$ cat src/rtl/gearbox_16to10.sv
// gearbox_16to10: LSB-first stream width converter, IN_W-bit words in, OUT_W-bit words out.
// A packet end flushes residual bits as one zero-padded final word flagged with out_last.
module gearbox_16to10 #(
    parameter int IN_W  = 16,
    parameter int OUT_W = 10
) (
    input  logic             clk,
    input  logic             rst_b,
    input  logic [IN_W-1:0]  in_data,
    input  logic             in_valid,
    input  logic             in_last,
    output logic             in_ready,
    output logic [OUT_W-1:0] out_data,
    output logic             out_valid,
    output logic             out_last,
    input  logic             out_ready
);

    localparam int ACC_W = IN_W + OUT_W - 1;
    localparam int CNT_W = $clog2(ACC_W + 1);
    localparam logic [CNT_W-1:0] IN_CNT  = CNT_W'(IN_W);
    localparam logic [CNT_W-1:0] OUT_CNT = CNT_W'(OUT_W);

    logic [ACC_W-1:0] acc_q, acc_d;
    logic [CNT_W-1:0] cnt_q, cnt_d;
    logic             pend_last_q, pend_last_d;
    logic             in_fire;
    logic             out_fire;

    // All handshake outputs are pure functions of registered state, so there is
    // no combinational path from in_valid or out_ready to anything.
    assign in_ready  = !pend_last_q && (cnt_q < OUT_CNT);
    assign out_valid = (cnt_q >= OUT_CNT) || (pend_last_q && (cnt_q != '0));
    assign out_last  = pend_last_q && (cnt_q <= OUT_CNT) && (cnt_q != '0);
    assign out_data  = acc_q[OUT_W-1:0];

    assign in_fire  = in_valid && in_ready;
    assign out_fire = out_valid && out_ready;

    always_comb begin
        acc_d       = acc_q;
        cnt_d       = cnt_q;
        pend_last_d = pend_last_q;
        if (in_fire) begin
            // cnt < OUT_W here, so the shifted word always fits in ACC_W bits
            acc_d       = acc_q | (ACC_W'(in_data) << cnt_q);
            cnt_d       = cnt_q + IN_CNT;
            pend_last_d = in_last;
        end else if (out_fire) begin
            if (out_last) begin
                acc_d       = '0;
                cnt_d       = '0;
                pend_last_d = 1'b0;
            end else begin
                acc_d = acc_q >> OUT_W;
                cnt_d = cnt_q - OUT_CNT;
            end
        end
    end

    always_ff @(posedge clk or negedge rst_b) begin
        if (!rst_b) begin
            acc_q       <= '0;
            cnt_q       <= '0;
            pend_last_q <= 1'b0;
        end else begin
            acc_q       <= acc_d;
            cnt_q       <= cnt_d;
            pend_last_q <= pend_last_d;
        end
    end

endmodule

$ cat config.mk
export PLATFORM = sky130hd
export DESIGN_NAME = gearbox_16to10
export DESIGN_NICKNAME = d
export VERILOG_FILES = /design/src/rtl/gearbox_16to10.sv
export SDC_FILE = /design/constraint.sdc
export NUM_CORES = 1
export LEC_CHECK = 0
export CORE_MARGIN = 2
export CORE_UTILIZATION = 51
export CTS_BUF_LIST = sky130_fd_sc_hd__clkbuf_2 sky130_fd_sc_hd__clkbuf_4 sky130_fd_sc_hd__clkbuf_8
export DETAILED_ROUTE_END_ITERATION = 6
export GPL_TIMING_DRIVEN = 1
export PLACE_DENSITY = 0.77
export SLEW_MARGIN = 40
export SYNTH_ARGS = -nofsm -noshare
export SYNTH_HDL_FRONTEND = slang
export SYNTH_SLANG_ARGS = --single-unit
export TNS_END_PERCENT = 10
$ cat constraint.sdc
create_clock -name clk -period 5.8 [get_ports clk]
set_clock_uncertainty 0.05 [all_clocks]
set_input_delay 1.16 -clock clk [delete_from_list [all_inputs] [get_ports clk]]
set_output_delay 1.16 -clock clk [all_outputs]
set_load 0.005 [all_outputs]
==> flow_metrics.tcl <==
set metrics [dict create \
    clock_sinks 30 \
    routabilityCongestion 0.897 \
    ir_worst_vdd_uv 361 \
    antenna_found_initial 0 \
    ios 34 \
    route.detailed.drc 0 \
    crit_type "register to output port" \
    period_share_pct 74.5 \
    critPathLaunchType "register" \
    power_mw 1.30 \
    drtIter0Drc 167 \
    setup_tns_ps 0 \
    synthFlopType "dfrtp_1" \
    finalCriticalPeriod_ps 4320 \
    synthAdderAreaFrac_pct 0.622 \
    synth-compound-area-share_pct 25.1 \
    yosysMostFrequentCell "dfrtp_1" \
    grtUsageTotal_pct 25.0 \
    initial_core_util_pct 54.2 \
    cp.required_ps 4590 \
    nets 255 \
    cts_buffer_depth 2 \
    slew_violations 0 \
    syn_inst 219 \
    leakagePower_nw 1.05 \
    synth_top_family_by_area "compound AO/OA/AOI/OAI gates" \
    syn_area_um2 2010 \
    grt_pass1_wl_mm 8.10 \
    drt_pass1_iterations 5 \
    worstPathMaxFanout 25 \
    cpPeakStageDelay_ps 670 \
    synth_commonest_cells "dfrtp_1, nand2_1, mux2i_1, nor2_1" \
    max_freq_mhz 232 \
    drv_cap 0 \
    muxShareOfSynthArea_pct 11.8 \
    syn_nets 241 \
    utilization_pct 63.1 \
    worstPathCellList "inv_1 -> ha_1 -> a22oi_1 -> or3b_1 -> inv_1 -> clkdlybuf4s50_1" \
    cts_root_buf "clkbuf_8" \
    yosysSeqAreaShare_pct 37.3 \
    critPathBufInv 3 \
    portBuffers 33 \
    via_count 1732 \
    syn_area_per_cell_um2 9.19 \
    avgViaCountPerCell 6.16 \
    finalHoldViolCount 0 \
    cp-end-kind "output port" \
    place_ws_ps 1600 \
    status "complete, no violations" \
    design.core.area_um2 3720 \
    ys_types 43 \
    htreeDepth 2 \
    dieArea_um2 4470 \
    fin_ws_ps 1480 \
    cts_tree "built" \
    antennaDiodeCount 0 \
    cts-resized-gates 0 \
    die_w_um 66.8 \
    cp_common_cell "inv_1" \
    hpwl_mm 3.37 \
    cts-buffers-inserted 5 \
    wl_per_cell_um 17.8 \
    tightest_slew_ps 752 \
    die_y_um 66.8 \
    synth_top_area_share_pct 37.3 \
    setup_viol 0 \
    syn_to_final_growth_pct 16.4 \
    path_delay_family "buffers and inverters" \
    postCtsSetupBuffers 0 \
    ctsHoldBuffers 0 \
    hp-class "register to register" \
    ys_ff_latch 30 \
    placed_cell_area_um2 2260 \
    synth_top_area_cell "dfrtp_1" \
    gr-total-overflow 0 \
    synth-xor-area-share_pct 0 \
    yosys_warnings 0 \
    synthArstFlopShare_pct 100 \
    hold-worst-slack_ps 442 \
    finalNonFillerCells 281 \
    rsz0062_at_grt "false" \
    synth_simple_gate_area_share_pct 15.8 \
    clkTransAtPathRegs_ps 60 \
    clk_latency_ps 290 \
    rows 22 \
    synth_area_leaders "dfrtp_1, mux2i_1, a221o_1" \
    synth_edf_count 0 \
    slew_headroom_pct 49.9 \
    ant_nets 0 \
    slowest_stage "or3b_1" \
    cp.arrival_ps 3110 \
    final_area_um2 2340 \
    grt_max_degree 39 \
    grt_pass1_vias 1629 \
    drive_gt1_share_pct 9.44 \
    dp_cells 274 \
    p_per_area_nw_per_um2 555 \
    wl_mm 5.01 \
]
## path summary, 6_finish.rpt
| path | startpoint | to | slack, ps | cells past startpoint |
|---|---|---|---|---|
| hold reg to reg | acc_q[22] | acc_q[22] | 440 | 2 |
| max in group asynchronous | rst_b | cnt_q[1] | 4170 | 2 |
| setup reg to reg | cnt_q[1] | acc_q[14] | 2620 | 6 |
| hold / removal | acc_q[22] | acc_q[22] | 440 | 2 |
| setup / recovery | cnt_q[1] | out_last | 1480 | 6 |
| min in group asynchronous | rst_b | pend_last_q | 1220 | 2 |
## per-layer routing
layer	wire [µm]	vias to the layer above	part of all wire (%)	global-route usage (%)
met2	2390	60	48	38.4
met5	0	-	0	0
met4	119	0	2.4	12.5
li1	-	834	-	-
met3	249	14	5.0	4.73
met1	2250	824	45	33.5
## power by group
| group | switching [mW] | total [mW] | internal, mW |
|---|---|---|---|
| logic | 0.348 | 0.705 | 0.357 |
| registers | 0.138 | 0.436 | 0.298 |
| clock network | 0.0796 | 0.160 | 0.0803 |
## worst reg2reg max path: stages, from the launching register on
cell and delay, ps:
dfrtp_2 650, inv_1 330, ha_1 360, nand2b_1 180, and3_4 300, a2111o_1 730
a221o_1 470
## cell families (layout without fill, tap and decap cells)
family          Yosys count  in the layout
fa+ha+maj                 1              1
compound gates           66             66
mux                      23             23
flops                    30             30
buf+inv                  34             48
simple gates             65             65
## layout make-up
type / instances / area (µm²)
Fill cell: 343 / 1370
Multi-Input combinational cell: 155 / 1070
Sequential cell: 30 / 754
Timing Repair Buffer: 36 / 357
Clock buffer: 5 / 68.8
Tap cell: 48 / 60.1
Inverter: 5 / 18.8
Clock inverter: 2 / 10.0
## flip-flops by register name (all words and copies together) (netlist names)
register,count
acc_q,25
pend_last_q,1
cnt_q,4
## placed cells by master, fill, tap and decap left out, drive strengths merged, types with 2 or more instances in the layout
| master | n |
|---|---|
| a31oi | 3 |
| mux2 | 6 |
| a221o | 13 |
| a2111oi | 2 |
| o22ai | 2 |
| o31ai | 2 |
| nor2 | 17 |
| clkbuf | 5 |
| dfrtp | 30 |
| clkinv | 2 |
| a21oi | 12 |
| nand3 | 4 |
| clkdlybuf4s50 | 33 |
| nand2 | 19 |
| buf | 3 |
| o21ai | 12 |
| nor2b | 3 |
| a22o | 8 |
| o2bb2ai | 2 |
| mux2i | 17 |
| a211oi | 2 |
| and3 | 14 |
| nand2b | 2 |
| inv | 5 |
(Power assumes the default switching activity.)
